<file path="config.mk">
export PLATFORM = sky130hd
export DESIGN_NAME = fetch_queue_stage
export DESIGN_NICKNAME = d
export VERILOG_FILES = /design/src/rtl/fetch_pkg.sv /design/src/rtl/fetch_fifo.sv /design/src/rtl/fetch_queue_stage.sv
export SDC_FILE = /design/constraint.sdc
export NUM_CORES = 1
export LEC_CHECK = 0
export BUFFER_PORTS_ARGS = -buffer_cell sky130_fd_sc_hd__buf_2
export CAP_MARGIN = 0
export CORE_ASPECT_RATIO = 0.6
export CORE_UTILIZATION = 30
export DETAILED_ROUTE_END_ITERATION = 16
export MAX_ROUTING_LAYER = met4
export PLACE_DENSITY = 0.45
export SETUP_SLACK_MARGIN = 0.1
export SYNTH_ARGS = -nofsm -noshare
export SYNTH_HDL_FRONTEND = slang
export SYNTH_SLANG_ARGS = --single-unit
</file>
<file path="constraint.sdc">
create_clock -name clk -period 5.09 [get_ports clk]
set_clock_uncertainty 0.05 [all_clocks]
set_input_delay 1.018 -clock clk [delete_from_list [all_inputs] [get_ports clk]]
set_output_delay 1.018 -clock clk [all_outputs]
set_load 0.01 [all_outputs]
</file>
<file path="src/rtl/fetch_pkg.sv">
// Shared constants and types for the instruction fetch stage.
package fetch_pkg;

  localparam int unsigned XLEN_DEFAULT       = 32;
  localparam logic [31:0] INITIAL_PC_DEFAULT = 32'h0000_1000;
  localparam logic [31:0] NOP_INSTR          = 32'h0000_0013;

  typedef struct packed {
    logic [XLEN_DEFAULT-1:0] pc;
    logic [31:0]             instr;
  } fq_entry_t;

endpackage

</file>
<file path="src/rtl/fetch_fifo.sv">
// Small synchronous FIFO with synchronous flush and an occupancy count.
module fetch_fifo #(
  parameter int unsigned WIDTH = 8,
  parameter int unsigned DEPTH = 4,
  localparam int unsigned AW = (DEPTH > 1) ? $clog2(DEPTH) : 1,
  localparam int unsigned CW = $clog2(DEPTH + 1)
) (
  input  logic             clk,
  input  logic             reset,
  input  logic             flush_i,
  input  logic             push_i,
  input  logic [WIDTH-1:0] wdata_i,
  input  logic             pop_i,
  output logic [WIDTH-1:0] rdata_o,
  output logic [CW-1:0]    count_o
);

  logic [WIDTH-1:0] mem_q [DEPTH];
  logic [AW-1:0]    wr_ptr_q, rd_ptr_q;
  logic [CW-1:0]    count_q;

  // Explicit wrap so non-power-of-two depths work too.
  function automatic logic [AW-1:0] ptr_inc(input logic [AW-1:0] p);
    return (p == AW'(DEPTH - 1)) ? '0 : p + 1'b1;
  endfunction

  always_ff @(posedge clk or posedge reset) begin
    if (reset) begin
      wr_ptr_q <= '0;
      rd_ptr_q <= '0;
      count_q  <= '0;
    end else if (flush_i) begin
      wr_ptr_q <= '0;
      rd_ptr_q <= '0;
      count_q  <= '0;
    end else begin
      if (push_i) wr_ptr_q <= ptr_inc(wr_ptr_q);
      if (pop_i)  rd_ptr_q <= ptr_inc(rd_ptr_q);
      case ({push_i, pop_i})
        2'b10:   count_q <= count_q + 1'b1;
        2'b01:   count_q <= count_q - 1'b1;
        default: count_q <= count_q;
      endcase
    end
  end

  always_ff @(posedge clk) begin
    if (push_i && !flush_i) mem_q[wr_ptr_q] <= wdata_i;
  end

  assign rdata_o = mem_q[rd_ptr_q];
  assign count_o = count_q;

endmodule

</file>
<file path="src/rtl/fetch_queue_stage.sv">
// Instruction fetch stage: credit-limited sequential fetch, in-flight PC
// tracking, fetch queue toward decode. FETCH_PERF_CNT_EN adds perf counters.
module fetch_queue_stage
  import fetch_pkg::*;
#(
  parameter int unsigned     XLEN            = XLEN_DEFAULT,
  parameter logic [XLEN-1:0] INITIAL_PC      = XLEN'(INITIAL_PC_DEFAULT),
  parameter int unsigned     QUEUE_DEPTH     = 4,
  parameter int unsigned     MAX_OUTSTANDING = 2
) (
  input  logic            clk,
  input  logic            reset,
  input  logic [XLEN-1:0] fst_in_branch_address,
  input  logic            fst_in_branch_enable,
  output logic            fst_out_mem_req_valid,
  input  logic            fst_in_mem_req_ready,
  output logic [XLEN-1:0] fst_out_mem_req_addr,
  input  logic            fst_in_mem_resp_valid,
  input  logic [31:0]     fst_in_mem_resp_data,
  output logic            fst_out_valid,
  input  logic            fst_in_ready,
  output logic [31:0]     fst_out_instr,
  output logic [XLEN-1:0] fst_out_pc,
  output logic [XLEN-1:0] fst_out_pc_next
`ifdef FETCH_PERF_CNT_EN
  ,
  output logic [31:0]     fst_out_fetch_count,
  output logic [31:0]     fst_out_flush_count,
  output logic [31:0]     fst_out_stall_count
`endif
);

  localparam int unsigned CW  = $clog2(QUEUE_DEPTH + 1);
  localparam int unsigned PCW = $clog2(MAX_OUTSTANDING + 1);

  typedef struct packed {
    logic [XLEN-1:0] pc;
    logic [31:0]     instr;
  } entry_t;

  logic [XLEN-1:0] fetch_pc_q, fetch_pc_d;
  logic [CW-1:0]   outstanding_q, outstanding_d;
  logic [CW-1:0]   drop_cnt_q, drop_cnt_d;
  logic            started_q;

  logic            redirect, req_fire, resp_live, q_push, q_pop;
  logic [CW-1:0]   q_count, occ, live_out;
  logic [CW:0]     credit_sum;
  logic [PCW-1:0]  pc_count;
  logic [XLEN-1:0] inflight_pc;
  entry_t          q_wdata, q_head;

  assign redirect  = fst_in_branch_enable;
  // Responses with nothing in flight (e.g. stragglers after reset) are ignored.
  assign resp_live = fst_in_mem_resp_valid && (outstanding_q != '0);
  assign live_out  = outstanding_q - drop_cnt_q;
  assign occ       = redirect ? '0 : q_count;
  assign credit_sum = {1'b0, occ} + {1'b0, live_out};

  assign fst_out_mem_req_valid = started_q
                              && (outstanding_q < CW'(MAX_OUTSTANDING))
                              && (credit_sum < (CW+1)'(QUEUE_DEPTH));
  assign fst_out_mem_req_addr  = redirect ? fst_in_branch_address : fetch_pc_q;
  assign req_fire = fst_out_mem_req_valid && fst_in_mem_req_ready;

  // A flush wins over both an incoming response and a decode pop.
  assign q_push = resp_live && (drop_cnt_q == '0) && !redirect;
  assign q_pop  = fst_out_valid && fst_in_ready && !redirect;

  always_comb begin
    fetch_pc_d = fetch_pc_q;
    if (req_fire)      fetch_pc_d = fst_out_mem_req_addr + XLEN'(4);
    else if (redirect) fetch_pc_d = fst_in_branch_address;
  end

  always_comb begin
    outstanding_d = outstanding_q;
    case ({req_fire, resp_live})
      2'b10:   outstanding_d = outstanding_q + 1'b1;
      2'b01:   outstanding_d = outstanding_q - 1'b1;
      default: outstanding_d = outstanding_q;
    endcase
  end

  // Everything issued before the redirect is stale; a response landing in
  // the redirect cycle is already consumed here.
  always_comb begin
    drop_cnt_d = drop_cnt_q;
    if (redirect)                           drop_cnt_d = outstanding_q - CW'(resp_live);
    else if (resp_live && drop_cnt_q != '0) drop_cnt_d = drop_cnt_q - 1'b1;
  end

  always_ff @(posedge clk or posedge reset) begin
    if (reset) begin
      fetch_pc_q    <= INITIAL_PC;
      outstanding_q <= '0;
      drop_cnt_q    <= '0;
      started_q     <= 1'b0;
    end else begin
      fetch_pc_q    <= fetch_pc_d;
      outstanding_q <= outstanding_d;
      drop_cnt_q    <= drop_cnt_d;
      started_q     <= 1'b1;
    end
  end

  // In-flight PCs are popped by every response, dropped or not.
  fetch_fifo #(.WIDTH(XLEN), .DEPTH(MAX_OUTSTANDING)) u_pc_fifo (
    .clk     (clk),
    .reset   (reset),
    .flush_i (1'b0),
    .push_i  (req_fire),
    .wdata_i (fst_out_mem_req_addr),
    .pop_i   (resp_live),
    .rdata_o (inflight_pc),
    .count_o (pc_count)
  );

  assign q_wdata = '{pc: inflight_pc, instr: fst_in_mem_resp_data};

  fetch_fifo #(.WIDTH($bits(entry_t)), .DEPTH(QUEUE_DEPTH)) u_instr_q (
    .clk     (clk),
    .reset   (reset),
    .flush_i (redirect),
    .push_i  (q_push),
    .wdata_i (q_wdata),
    .pop_i   (q_pop),
    .rdata_o (q_head),
    .count_o (q_count)
  );

  assign fst_out_valid   = (q_count != '0);
  assign fst_out_instr   = fst_out_valid ? q_head.instr : NOP_INSTR;
  assign fst_out_pc      = fst_out_valid ? q_head.pc : fetch_pc_q;
  assign fst_out_pc_next = fst_out_pc + XLEN'(4);

  resp_fits_queue: assert property (@(posedge clk) disable iff (reset)
    !(q_push && q_count == CW'(QUEUE_DEPTH)));
  inflight_in_sync: assert property (@(posedge clk) disable iff (reset)
    CW'(pc_count) == outstanding_q);

`ifdef FETCH_PERF_CNT_EN
  logic [31:0] fetch_cnt_q, flush_cnt_q, stall_cnt_q;

  always_ff @(posedge clk or posedge reset) begin
    if (reset) begin
      fetch_cnt_q <= '0;
      flush_cnt_q <= '0;
      stall_cnt_q <= '0;
    end else begin
      if (q_push && fetch_cnt_q != '1)   fetch_cnt_q <= fetch_cnt_q + 1'b1;
      if (redirect && flush_cnt_q != '1) flush_cnt_q <= flush_cnt_q + 1'b1;
      if (!fst_out_valid && fst_in_ready && stall_cnt_q != '1)
        stall_cnt_q <= stall_cnt_q + 1'b1;
    end
  end

  assign fst_out_fetch_count = fetch_cnt_q;
  assign fst_out_flush_count = flush_cnt_q;
  assign fst_out_stall_count = stall_cnt_q;
`endif

endmodule

</file>
# Word level (Yosys, flattened, before mapping)

Memories as Yosys holds them, arrays and structs flattened.
Index checks and enable logic that the tools add are counted.

Flip-flop bits (word level): 48
RAM bits: 320
Input port bits: 70
Output and inout bits: 130
Word-level logic and storage cells: 75
Memories kept: 2

Memories:

| memory          | depth | width | read ports | clocked after Yosys merged registers in | wr ports | RTL line         | source |
|---|---|---|---|---|---|---|---|
| u_instr_q.mem_q | 4     | 64    | 1          | 0                                       | 1        | fetch_fifo.sv:18 | `logic [WIDTH-1:0] mem_q [DEPTH];` |
| u_pc_fifo.mem_q | 2     | 32    | 1          | 0                                       | 1        | fetch_fifo.sv:18 |  |

Add/subtract/negate cells: 14
Order comparisons: 2
Equality and inequality tests: 6
Multiplexer cells: 22
Reduce and logical (&&, ||, !) cells: 20

Operator list:

| operator                                                   | number |
|---|---|
| 2-to-1 mux 32 bit                                          | 4 |
| adder 32 x 3 -> 32 bit, second input constant              | 2 |
| 2-to-1 mux 2 bit                                           | 6 |
| 2-to-1 mux 3 bit                                           | 4 |
| one-hot mux 3 bit (2 select lines)                         | 2 |
| nonzero test 3 bit                                         | 4 |
| logical AND 1 bit                                          | 10 |
| subtractor 3 x 1 -> 3 bit, second input constant           | 3 |
| == test 2 bit, second input constant                       | 4 |
| nonzero test 2 bit                                         | 4 |
| adder 3 x 1 -> 3 bit, second input constant                | 2 |
| 2-to-1 mux 1 bit                                           | 6 |
| adder 2 x 1 -> 2 bit, second input constant                | 2 |
| adder 3 x 3 -> 4 bit                                       | 1 |
| == test 2 x 1 -> 1 bit, second input constant              | 2 |
| less-than comparator 4 x 3 -> 1 bit, second input constant | 1 |
| logical NOT 3 bit                                          | 1 |
| less-than comparator 3 x 2 -> 1 bit, second input constant | 1 |
| subtractor 3 x 1 -> 3 bit                                  | 1 |
| subtractor 3 bit                                           | 1 |
| adder 1 bit, second input constant                         | 2 |
| logical NOT 1 bit                                          | 1 |

# Logic depth before layout (Yosys ltp)

Word-level depth: 7
Gate-level depth with buffers: 17
Mapped depth without buffers: 16

# Hierarchy

Synthesis repeated with hierarchy kept, for this count alone.

Cells, all modules: 1006
Area total of the unflattened synthesis: 16384.5 um2

By module, submodules not included:

| module                  | times used | cells an instance | area an instance (um2) | seq. area each (um2) |
|---|---|---|---|---|
| fetch_fifo at u_instr_q | 1          | 379               | 9685.5                 | 7862.5 |
| fetch_queue_stage       | 1          | 507               | 4050.1                 | 977.2 |
| fetch_fifo at u_pc_fifo | 1          | 120               | 2648.8                 | 2021.9 |

# Least setup slack after synthesis

No wires, ideal clock.

Kind: input -> register
Start point: input port fst_in_branch_enable
End point: memory u_pc_fifo.mem_q[0][0] (netlist name) (enable)
Library setup time: 0.421 ns
Arrival time: 4.366 ns
Data required time: 4.619 ns
Setup slack: 0.252 ns
Cell stages on the path: 11
Path buffers: 5
Cell sequence: buf_6 -> buf_2 -> buf_2 -> buf_1 -> nor2b_1 -> ha_1 -> nor4b_1 -> and4b_1 -> buf_4 -> inv_1 -> nor2_1

Cells in the longest elaborated chain, start to end: 7

RTL lines:

| what                                   | RTL line                | source |
|---|---|---|
| start: declaration                     | fetch_queue_stage.sv:14 | `input logic fst_in_branch_enable,` |
| 2-to-1 mux 3 bit                       | fetch_queue_stage.sv:57 | `assign occ = redirect ? '0 : q_count;` |
| adder 3 x 3 -> 4 bit                   | fetch_queue_stage.sv:58 | `assign credit_sum = {1'b0, occ} + {1'b0, live_out};` |
| less-than comparator 4 x 3 -> 1 bit    | fetch_queue_stage.sv:62 | `&& (credit_sum < (CW+1)'(QUEUE_DEPTH));` |
| logical AND 1 bit                      | fetch_queue_stage.sv:62 |  |
| logical AND 1 bit                      | fetch_queue_stage.sv:64 | `assign req_fire = fst_out_mem_req_valid && fst_in_mem_req_ready;` |
| 2-to-1 mux 1 bit                       | fetch_fifo.sv:48        | `if (push_i && !flush_i) mem_q[wr_ptr_q] <= wdata_i;` |
| 2-to-1 mux 1 bit (implied by the code) | fetch_fifo.sv:48        |  |
| end: declaration                       | fetch_fifo.sv:18        |  |

No other way between the ends.

# Worst setup path after layout

Start point: register u_instr_q.count_q[0], in the netlist u_instr_q.count_o[0]
End point: output port fst_out_pc_next[29]

Cells in the longest elaborated chain, start to end: 3

RTL lines:

| what                     | RTL line                 | source |
|---|---|---|
| start: declaration       | fetch_fifo.sv:20         | `logic [CW-1:0] count_q;` |
| start signal: assignment | fetch_fifo.sv:40         | `2'b10: count_q <= count_q + 1'b1;` |
| start signal: assignment | fetch_fifo.sv:41         | `2'b01: count_q <= count_q - 1'b1;` |
| start signal: assignment | fetch_fifo.sv:42         | `default: count_q <= count_q;` |
| nonzero test 3 bit       | fetch_queue_stage.sv:132 | `assign fst_out_valid = (q_count != '0);` |
| 2-to-1 mux 32 bit        | fetch_queue_stage.sv:134 | `assign fst_out_pc = fst_out_valid ? q_head.pc : fetch_pc_q;` |
| adder 32 x 3 -> 32 bit   | fetch_queue_stage.sv:135 | `assign fst_out_pc_next = fst_out_pc + XLEN'(4);` |
| end: declaration         | fetch_queue_stage.sv:24  | `output logic [XLEN-1:0] fst_out_pc_next` |

No other way between the ends.

==> impl_metrics.tcl <==
set metrics [dict create \
    power_leakage_nw 6.839 \
    viasPerCell 4.743 \
    yosys.area_share.adder 0.01549 \
    synth_cell_types 58 \
    yosys_warnings 0 \
    fin_tns_setup_ns 0 \
    final_cells 1919 \
    critPathLaunchType "register" \
    synth_top_family_by_area "multiplexers" \
    clkTransAtPathRegs_ns 0.06 \
    status "completed" \
    pin_count 200 \
    most-common-layout-cells "edfxtp_1 (320), buf_2 (199), nand2_1 (110)" \
    path_class "register to primary output" \
    vias 9102 \
    ir_drop_mv 0.2430 \
    diodes 0 \
    die_y_um 180.9 \
    io_buffers 199 \
    reg2reg_to "fetch_pc_q[22]" \
    max_freq_ghz 0.2187 \
    rsz0062_at_grt "no" \
    crit_arrival_ns 3.51 \
    hp-start "outstanding_q[0]" \
    ff2ff_path_depth 14 \
    synth_simple_gate_area_frac 0.08690 \
    synth_compound_area_frac 0.01392 \
    dr.pass1.iters 5 \
    setup_viol 0 \
    placed_area_mm2 0.01783 \
    drive_above_1_share 0.3396 \
    fin_crit_ns 4.573 \
    hpwl_um 28430 \
    fin_nets 1278 \
    muxShareOfSynthArea 0.1438 \
    core_mm2 0.05262 \
    ff2ff_setup_slack_ns 1.02 \
    dominantRegCellSynth "edfxtp_1" \
    max_stage_delay_ns 0.49 \
    cts_tree "done" \
    period_share 0.8984 \
    final_area_mm2 0.01904 \
    worstSkewPairLatency_ns 0.54 \
    drc_errors 0 \
    routedWlPerCell_um 22.33 \
    maxCapViolations 0 \
    swShare 0.3336 \
    path_cells "nor3_4 > inv_2 > buf_4 > nand4_1 > a21oi_1 > nand4_2 > nor3_2 > xor2_1 > buf_2" \
    pwr-share-clk 0.295 \
    seq_area_frac_synth 0.6759 \
    required_ns 4.02 \
    die-area_mm2 0.05428 \
    initial_core_util 0.3040 \
    power_density_mw_per_mm2 497.3 \
    synth-xor-area-share 0.03778 \
    final_core_util 0.3619 \
    crit_start "u_instr_q.count_o[0]" \
    crit_slowest_cell "buf_4" \
    grt_first_pass_wirelength_um 63020 \
    grt_max_degree 52 \
    synth_edf_count 320 \
    switching_power_mw 3.160 \
    ys_ff_latch 368 \
    numCtsBuffers 39 \
    synth_nets 1066 \
    dpl.cell_count 1852 \
    worst_slack_ns 0.5169 \
    drt-total-wl_um 42840 \
    p_int_mw 6.311 \
    syn_inst 978 \
    drv_slew 0 \
    synth-async-reset-ratio 0.1304 \
    min_path_cells 1 \
    hold_class "register to register" \
    area_growth_pct 19.05 \
    fillers 4969 \
    fp-row-count 65 \
    grt_pass1_vias 9345 \
    cts_max_level 2 \
    place_ws_ns 0.8347 \
    cp-end-kind "primary output" \
    drtIter0Drc 592 \
    final_common_cell "edfxtp_1" \
    synth_area_mm2 0.01600 \
    crit_path_max_fanout 44 \
    grt.overflow.total 0 \
    hold_end "outstanding_q[0]" \
    r2r_start "outstanding_q[0]" \
    worst_pin_slew_ns 0.9112 \
    fin_hold_ws_ns 0.4512 \
    combinationalPowerShare 0.314 \
    cts.sinks 368 \
    postRouteAntennaNets 0 \
    cts_max_path_buffers 3 \
    fp.dieW_um 300.1 \
    root_buffer "clkbuf_16" \
    synth_area_per_cell_um2 16.36 \
    p_seq_frac 0.391 \
    power_mw 9.471 \
    slew_headroom 0.3873 \
    gp_congestion 0.7687 \
    hold_viol 0 \
    antenna_found_initial 1 \
    grt.total_usage 0.1632 \
]
-- metal layers --
| layer | GRT usage | wire [µm] | vias up |
|---|---|---|---|
| li1 | - | - | 4107 |
| met1 | 0.2326 | 21020 | 4732 |
| met2 | 0.2430 | 19280 | 198 |
| met3 | 0.02658 | 1658 | 65 |
| met4 | 0.03816 | 890 | 0 |
| met5 | - | 0 | - |
-- power groups by stage --
| stage | combinational [mW] | sequential, mW | clock [mW] |
|---|---|---|---|
| global route | 3.25 | 3.72 | 2.99 |
| detailed placement | 3.03 | 3.77 | 0 |
| global placement | 3.02 | 3.76 | 0 |
| floorplan | 1.94 | 3.66 | 0 |
| finish | 2.97 | 3.70 | 2.80 |
| CTS | 3.04 | 3.70 | 2.88 |
-- Yosys cell counts (4+ instances only) --
cell      instances  area [µm²]
nand2b_1          5       31.28
mux2i_1          24       240.2
o21ai_0           4       20.02
nor2_1           28       105.1
nand4_1          17       106.4
and2_1           35       219.0
mux4_1            6       157.7
dfrtp_1          47        1176
and3_1            6       37.54
xnor2_1          48       420.4
nand2_1         110       412.9
ha_1             15       187.7
buf_4            10       75.07
inv_1            32       120.1
a22oi_1           4       30.03
edfxtp_1        320        9609
a31oi_1           4       25.02
nand3_1          29       145.1
or2_2             5       31.28
a21oi_1           7       35.03
mux4_2           58        1306
buf_2            12       60.06
xor2_1           21       183.9
mux2_2           53       596.8
clkbuf_1         20       75.07
nor3_1            8       40.04
nand3b_1          5       37.54
-- sequential cells by signal, summed over array words and instances, names as in the netlist --
register            cells
drop_cnt_q              3
fetch_pc_q             32
outstanding_q           3
started_q               1
u_instr_q.count_o       3
u_instr_q.mem_q       256
u_instr_q.rd_ptr_q      2
u_instr_q.wr_ptr_q      2
u_pc_fifo.mem_q        64
u_pc_fifo.rd_ptr_q      1
u_pc_fifo.wr_ptr_q      1
-- worst max-delay path, delay by kind of cell (launching register included) --
family	cells	cell delay, ns
flip-flops	1	0.48
buffers and inverters	3	0.73
AO/OA/AOI/OAI	1	0.44
AND/OR/NAND/NOR	4	1.14
XOR/XNOR	1	0.15
-- worst max-delay path by stage --
stage / end / slack (ns)
global placement: fst_out_pc_next[26] / 0.91
CTS: fst_out_pc_next[28] / 0.24
floorplan: u_pc_fifo.mem_q[0][0] / 0.25
finish: fst_out_pc_next[29] / 0.52
detailed placement: fst_out_pc_next[28] / 0.83
global route: fst_out_pc_next[29] / 0.19
-- cell type report --
type	instances	area (µm²)	share of cell area
Sequential cell	368	10820	0.5680
Multi-Input combinational cell	529	4802	0.2522
Timing Repair Buffer	219	1209	0.06347
Clock buffer	44	994.7	0.05223
Tap cell	703	879.6	0.04619
Clock inverter	23	219.0	0.01150
Inverter	33	123.9	0.006504
-- cell families (layout without fill, tap and decap cells) --
| logic type | Yosys count | count (layout) |
|---|---|---|
| multiplexers | 141 | 141 |
| XOR/XNOR | 69 | 69 |
| other | 1 | 1 |
| adder cells (fa/ha/maj) | 18 | 18 |
| AO/OA/AOI/OAI | 30 | 30 |
| AND/OR/NAND/NOR | 270 | 270 |
| buffers and inverters | 81 | 319 |
| flip-flops | 368 | 368 |
-- what timing repair did --
item	4_1_cts	5_1_grt
hold buffers	0	0
buffers inserted	0	0
endpoints found under the setup margin	0	2
resized for setup	0	1
Note: power is estimated with default switching activity, not from simulation.
